===== config.mk =====
export PLATFORM = sky130hd
export DESIGN_NAME = zp_seq_flat
export DESIGN_NICKNAME = d
export VERILOG_FILES = /design/src/rtl/zp_seq_if.sv /design/src/rtl/zp_seq.sv /design/src/flat_wrapper.sv
export SDC_FILE = /design/constraint.sdc
export NUM_CORES = 1
export LEC_CHECK = 0
export CAP_MARGIN = 20
export CORE_ASPECT_RATIO = 1.75
export CORE_MARGIN = 1.5
export CORE_UTILIZATION = 56
export CTS_BUF_LIST = sky130_fd_sc_hd__clkbuf_8
export DETAILED_ROUTE_END_ITERATION = 8
export PLACE_DENSITY = 0.79
export SLEW_MARGIN = 20
export SYNTH_ARGS = -nofsm -noshare
export SYNTH_HDL_FRONTEND = slang
export SYNTH_SLANG_ARGS = --single-unit

===== constraint.sdc =====
create_clock -name clk_i -period 2.71 [get_ports clk_i]
set_input_delay 0.4065 -clock clk_i [delete_from_list [all_inputs] [get_ports clk_i]]
set_output_delay 0.4065 -clock clk_i [all_outputs]
set_load 0.02 [all_outputs]

===== src/rtl/zp_seq_if.sv =====
// zp_seq_if: config, job-control, upstream and subtract-stage signals of zp_seq.
interface zp_seq_if #(
    parameter int DEPTH = 16,
    parameter int LEN_W = 16
);
    localparam int AW = $clog2(DEPTH);
    logic              cfg_we_i;
    logic [AW-1:0]     cfg_addr_i;
    logic [31:0]       cfg_zp_i;
    logic              start_i;
    logic [AW:0]       num_tiles_i;
    logic [LEN_W-1:0]  tile_len_i;
    logic              busy_o;
    logic              done_o;
    logic              in_valid_i;
    logic [31:0]       in_data_i;
    logic              in_ready_o;
    logic [31:0]       zp_o;
    logic              zp_valid_o;
    logic              data_valid_o;
    logic [31:0]       data_o;
    logic [AW-1:0]     tile_idx_o;

    modport master (
        output cfg_we_i, cfg_addr_i, cfg_zp_i, start_i, num_tiles_i, tile_len_i, in_valid_i, in_data_i,
        input  busy_o, done_o, in_ready_o, zp_o, zp_valid_o, data_valid_o, data_o, tile_idx_o
    );
    modport slave (
        input  cfg_we_i, cfg_addr_i, cfg_zp_i, start_i, num_tiles_i, tile_len_i, in_valid_i, in_data_i,
        output busy_o, done_o, in_ready_o, zp_o, zp_valid_o, data_valid_o, data_o, tile_idx_o
    );
endinterface


===== src/rtl/zp_seq.sv =====
// zp_seq: walks a job of tiles, loading each tile's zero-point from a small table
// before streaming that tile's accumulator beats to the subtract stage.
module zp_seq #(
    parameter int DEPTH = 16,
    parameter int LEN_W = 16
) (
    input logic     clk_i,
    input logic     rst_i,
    zp_seq_if.slave bus
);
    localparam int AW = $clog2(DEPTH);
    localparam logic [2:0] IDLE = 3'd0, LOAD = 3'd1, STREAM = 3'd2, GAP = 3'd3, DONE = 3'd4;

    logic [2:0]       state;
    logic [31:0]      zp_tab [DEPTH];
    logic [AW:0]      ntiles;
    logic [LEN_W-1:0] len;
    logic [AW-1:0]    tile_idx;
    logic [LEN_W:0]   beat_cnt;
    logic [31:0]      zp_q, data_q;
    logic             dv_q;
    logic             accept, cfg_ok, last_beat, last_tile;

    assign accept    = (state == STREAM) && bus.in_valid_i;
    assign cfg_ok    = bus.cfg_we_i && (state == IDLE);
    assign last_beat = (beat_cnt + 1'b1) == {1'b0, len};
    assign last_tile = ({1'b0, tile_idx} + 1'b1) == ntiles;

    assign bus.busy_o       = state != IDLE;
    assign bus.done_o       = state == DONE;
    assign bus.in_ready_o   = state == STREAM;
    assign bus.zp_valid_o   = state == LOAD;
    assign bus.zp_o         = zp_q;
    assign bus.data_valid_o = dv_q;
    assign bus.data_o       = data_q;
    assign bus.tile_idx_o   = tile_idx;

    always_ff @(posedge clk_i) begin
        if (rst_i) begin
            state    <= IDLE;
            for (int i = 0; i < DEPTH; i++) zp_tab[i] <= '0;
            ntiles   <= '0;
            len      <= '0;
            tile_idx <= '0;
            beat_cnt <= '0;
            zp_q     <= '0;
            data_q   <= '0;
            dv_q     <= 1'b0;
        end else begin
            if (cfg_ok) zp_tab[bus.cfg_addr_i] <= bus.cfg_zp_i;
            dv_q <= accept;
            if (accept) data_q <= bus.in_data_i;
            case (state)
                IDLE: if (bus.start_i) begin
                    ntiles   <= (bus.num_tiles_i > (AW+1)'(DEPTH)) ? (AW+1)'(DEPTH) : bus.num_tiles_i;
                    len      <= bus.tile_len_i;
                    tile_idx <= '0;
                    beat_cnt <= '0;
                    // forward a same-cycle write to entry 0 so the first LOAD sees it
                    zp_q     <= (cfg_ok && bus.cfg_addr_i == '0) ? bus.cfg_zp_i : zp_tab[0];
                    state    <= (bus.num_tiles_i == '0 || bus.tile_len_i == '0) ? DONE : LOAD;
                end
                LOAD: state <= STREAM;
                STREAM: if (accept) begin
                    if (last_beat) begin
                        beat_cnt <= '0;
                        if (last_tile) state <= DONE;
                        else begin
                            state    <= GAP;
                            tile_idx <= tile_idx + 1'b1;
                        end
                    end else beat_cnt <= beat_cnt + 1'b1;
                end
                GAP: begin
                    zp_q  <= zp_tab[tile_idx];
                    state <= LOAD;
                end
                DONE: state <= IDLE;
                default: state <= IDLE;
            endcase
        end
    end
endmodule


===== src/flat_wrapper.sv =====
// flat-port wrapper written by rule: the top's interface ports become plain ports
module zp_seq_flat 
#(
    parameter int DEPTH = 16,
    parameter int LEN_W = 16
)
  (clk_i, rst_i, bus_cfg_we_i, bus_cfg_addr_i, bus_cfg_zp_i, bus_start_i, bus_num_tiles_i, bus_tile_len_i, bus_in_valid_i, bus_in_data_i, bus_busy_o, bus_done_o, bus_in_ready_o, bus_zp_o, bus_zp_valid_o, bus_data_valid_o, bus_data_o, bus_tile_idx_o);
  zp_seq_if #(.DEPTH(DEPTH), .LEN_W(LEN_W)) bus_i ();
  input logic clk_i;
  input logic rst_i;
  input wire logic [$bits(bus_i.cfg_we_i)-1:0] bus_cfg_we_i;
  input wire logic [$bits(bus_i.cfg_addr_i)-1:0] bus_cfg_addr_i;
  input wire logic [$bits(bus_i.cfg_zp_i)-1:0] bus_cfg_zp_i;
  input wire logic [$bits(bus_i.start_i)-1:0] bus_start_i;
  input wire logic [$bits(bus_i.num_tiles_i)-1:0] bus_num_tiles_i;
  input wire logic [$bits(bus_i.tile_len_i)-1:0] bus_tile_len_i;
  input wire logic [$bits(bus_i.in_valid_i)-1:0] bus_in_valid_i;
  input wire logic [$bits(bus_i.in_data_i)-1:0] bus_in_data_i;
  output wire logic [$bits(bus_i.busy_o)-1:0] bus_busy_o;
  output wire logic [$bits(bus_i.done_o)-1:0] bus_done_o;
  output wire logic [$bits(bus_i.in_ready_o)-1:0] bus_in_ready_o;
  output wire logic [$bits(bus_i.zp_o)-1:0] bus_zp_o;
  output wire logic [$bits(bus_i.zp_valid_o)-1:0] bus_zp_valid_o;
  output wire logic [$bits(bus_i.data_valid_o)-1:0] bus_data_valid_o;
  output wire logic [$bits(bus_i.data_o)-1:0] bus_data_o;
  output wire logic [$bits(bus_i.tile_idx_o)-1:0] bus_tile_idx_o;
  assign bus_i.cfg_we_i = bus_cfg_we_i;
  assign bus_i.cfg_addr_i = bus_cfg_addr_i;
  assign bus_i.cfg_zp_i = bus_cfg_zp_i;
  assign bus_i.start_i = bus_start_i;
  assign bus_i.num_tiles_i = bus_num_tiles_i;
  assign bus_i.tile_len_i = bus_tile_len_i;
  assign bus_i.in_valid_i = bus_in_valid_i;
  assign bus_i.in_data_i = bus_in_data_i;
  assign bus_busy_o = bus_i.busy_o;
  assign bus_done_o = bus_i.done_o;
  assign bus_in_ready_o = bus_i.in_ready_o;
  assign bus_zp_o = bus_i.zp_o;
  assign bus_zp_valid_o = bus_i.zp_valid_o;
  assign bus_data_valid_o = bus_i.data_valid_o;
  assign bus_data_o = bus_i.data_o;
  assign bus_tile_idx_o = bus_i.tile_idx_o;
  zp_seq #(.DEPTH(DEPTH), .LEN_W(LEN_W)) u_core (.clk_i(clk_i), .rst_i(rst_i), .bus(bus_i));
endmodule

==> impl_metrics.toml <==
[floorplanning]
die_h_um = 301
start_util = 0.570
die_area_um2 = 52000
placementRows = 108
fp.dieW_um = 173
ios = 167
core_area_um2 = 49700

[route]
wl_per_cell_um = 25.9
drt_pass1_iterations = 7
drc_errors = 0
wl_mm = 77.6
wl_met3_mm = 7.51
drtAntennaViolNets = 0
dr_wl_met2_mm = 40.5
viasPerCell = 6.17
dr.max_layer_used = "met5"
wl_met1_mm = 25.6
first_iter_violations = 1998
routed-via-count = 18442

[clock_tree]
cts.sinks = 626
cts_buffer_depth = 3
cts_tree = "built"
root_buffer = "clkbuf_8"
htree_levels = 3
cts_buffers = 90
path_clk_slew_ps = 70
cts.hold.buffers_added = 0
insertion_delay_ps = 680

[layout]
syn2layout_area_growth_pct = 18.5
fill_cells = 3462
layout-drive-gt1-share = 0.215
stdcell_count = 2990
fin_nets = 2349
multi_input_area_um2 = 10100
seq_area_um2 = 17700

[timing]
finClkSkew_ps = 40.6
drv_slew = 0
setup_violations = 2
hold_slack_ps = 290
worst_slack_ps = -9.02
max_slew_margin = 0.513
hold_violations = 0
rsz0062_at_grt = "true"
layout_min_cycle_time_ps = 2720
fin_crit_sh = 1.00
tightestPinTransition_ps = 729
fmax_mhz = 368

[yosys]
ys_top_cells_by_area = "edfxtp_1 (54%), mux4_2 (13%), and2_1 (11%)"
yosys_warnings = 0
yosysTopAreaCellShare = 0.543
ys_seq_elements = 626
syn_area_um2 = 28300
synth_nets = 2121
synth-edff-count = 512
synth_cell_types = 62
postSynth.asyncResetShare = 0
syn-instance-count = 2025
yosysMostFrequentCell = "and2_1"
synthFlopType = "edfxtp_1"
synth_area_leader_cell = "edfxtp_1"
synth_common_cells = "and2_1 (514), edfxtp_1 (512), mux4_2 (160), nand2_1 (150), clkbuf_1 (147)"
ys_seq_area_frac = 0.623
syn_area_per_cell_um2 = 14.0

[critical_path]
critPathArrivalTime_ps = 3260
slowest_delay_ps = 580
crit_fanout = 8
start_kind = "flop"
timing.setup.critical_path_class = "reg -> reg"
cp_slowest_cell = "a2111o_2"
crit_chain = "ha_4, and4_4, buf_6, nand4_4, nand2b_4, a311oi_2, a21oi_2, a2111o_2, buf_6, buf_6, o21ai_4, o41ai_2"
startpoint = "u_core.beat_cnt[0]$_SDFFE_PP0P_"
cp-end-kind = "flop"
regToRegStartpoint = "u_core.beat_cnt[0]$_SDFFE_PP0P_"
cp.required_ps = 3260
crit_buf_inv = 3
crit_family = "compound AO/OA/AOI/OAI gates"
crit_top_cell = "buf_6"

[grt]
grt_pass1_wl_mm = 116
grt_max_degree = 69
grt_pass1_vias = 19367
grt.overflow.total = 0
grt_usage = 0.303
antenna_found_initial = 3

[placed_design]
pre_cts_ws_ps = -164
place_inst = 2816
place_hpwl_mm = 46.8
place_congestion = 0.870
io_buffers = 166

[status]
violations = "setup timing"
status = "complete, but fails checks"

[hold_path]
min_from = "bus_in_data_i[28]"
hold_path_class = "in -> reg"

[pwr]
total_leakage_power_nw = 12.0
ir_drop_mv = 0.367
powerDensity_nw_per_um2 = 626

[flow_run]
cap_viol_max_count = 0
==> repair_timing <==
action / CTS / global route
endpoints found under the setup margin: 21 / 24
resized for setup: 18 / 11
pin swaps: 3 / 7
buffers inserted: 2 / 3
==> metrics by stage <==
stage	setup TNS, ps	power (mW)	utilization	cell area, um^2
2_1_floorplan	0	12.4	-	28300
3_3_place_gp	-791	13.6	0.635	31600
3_5_place_dp	-1680	13.7	0.635	31600
4_1_cts	-16.1	21.1	0.673	33500
5_1_grt	-1510	21.7	0.675	33600
6_report	-17.1	21.0	0.675	33600
==> worst reg2reg max path, stage by stage (launching register included) <==
cell,delay (ps)
dfxtp_2,350
ha_4,160
and4_4,270
buf_6,110
nand4_4,90
nand2b_4,170
a311oi_2,300
a21oi_2,60
a2111o_2,580
buf_6,170
buf_6,120
o21ai_4,160
o41ai_2,90
==> final cells by class <==
class                   instances  share of cell area
clock buffers                  99              0.0406
flip-flops and latches        626               0.527
repair buffers                305              0.0920
multi-input cells            1224               0.302
inverters                       6            0.000671
diodes                          1           0.0000746
clock inverters                69              0.0130
well taps                     660              0.0246
==> cell usage in the layout (no fill, tap or decap), types with 30 or more instances in the layout <==
cell type / synthesis / layout
nand2_1: 150 / 150
clkbuf_8: 0 / 99
buf_12: 0 / 30
dfxtp_1: 114 / 106
inv_1: 6 / 32
edfxtp_1: 512 / 512
a21oi_1: 73 / 72
and2_1: 514 / 513
buf_4: 0 / 107
nor2_1: 83 / 71
clkdlybuf4s50_1: 0 / 164
mux4_2: 160 / 160
==> cell families after synthesis <==
kind of cell / Yosys count / synth area share
flip-flops: 626 / 0.623
XOR/XNOR: 28 / 0.00914
adder cells (fa/ha/maj): 2 / 0.000883
AO/OA/AOI/OAI: 149 / 0.0340
buffers and inverters: 175 / 0.0243
AND/OR/NAND/NOR: 861 / 0.173
multiplexers: 184 / 0.136
==> where the power goes <==
part | switching, mW | total (mW) | internal (mW) | leakage, nW
registers | 0.256 | 11.1 | 10.9 | 6.23
clock network | 3.69 | 7.49 | 3.79 | 1.03
logic | 1.46 | 2.40 | 0.943 | 4.79
==> flip-flops by register name, indices dropped and copies added (netlist names), named ones only <==
register	flops
u_core.bus.data_valid_o	1
u_core.state	3
u_core.beat_cnt	17
u_core.bus.tile_idx_o	4
u_core.bus.data_o	32
u_core.ntiles	5
u_core.zp_tab	512
u_core.bus.zp_o	32
u_core.len	16
==> path summary, 6_finish.rpt <==
path,to,slack [ps],cells after the start
setup reg to reg,u_core.bus.tile_idx_o[2]$_SDFFE_PP0P_,-9,12
hold reg to reg,u_core.bus.data_o[26]$_SDFFE_PP0P_,450,2
setup / recovery,u_core.bus.tile_idx_o[2]$_SDFFE_PP0P_,-9,12
hold / removal,u_core.bus.data_o[28]$_SDFFE_PP0P_,290,3
==> metal layers <==
layer,GRT usage,vias to the layer above
li1,-,7886
met1,0.345,9139
met2,0.543,1143
met3,0.0596,272
met4,0.153,2
met5,0,-
No activity file was read; power rests on OpenSTA's default activity.
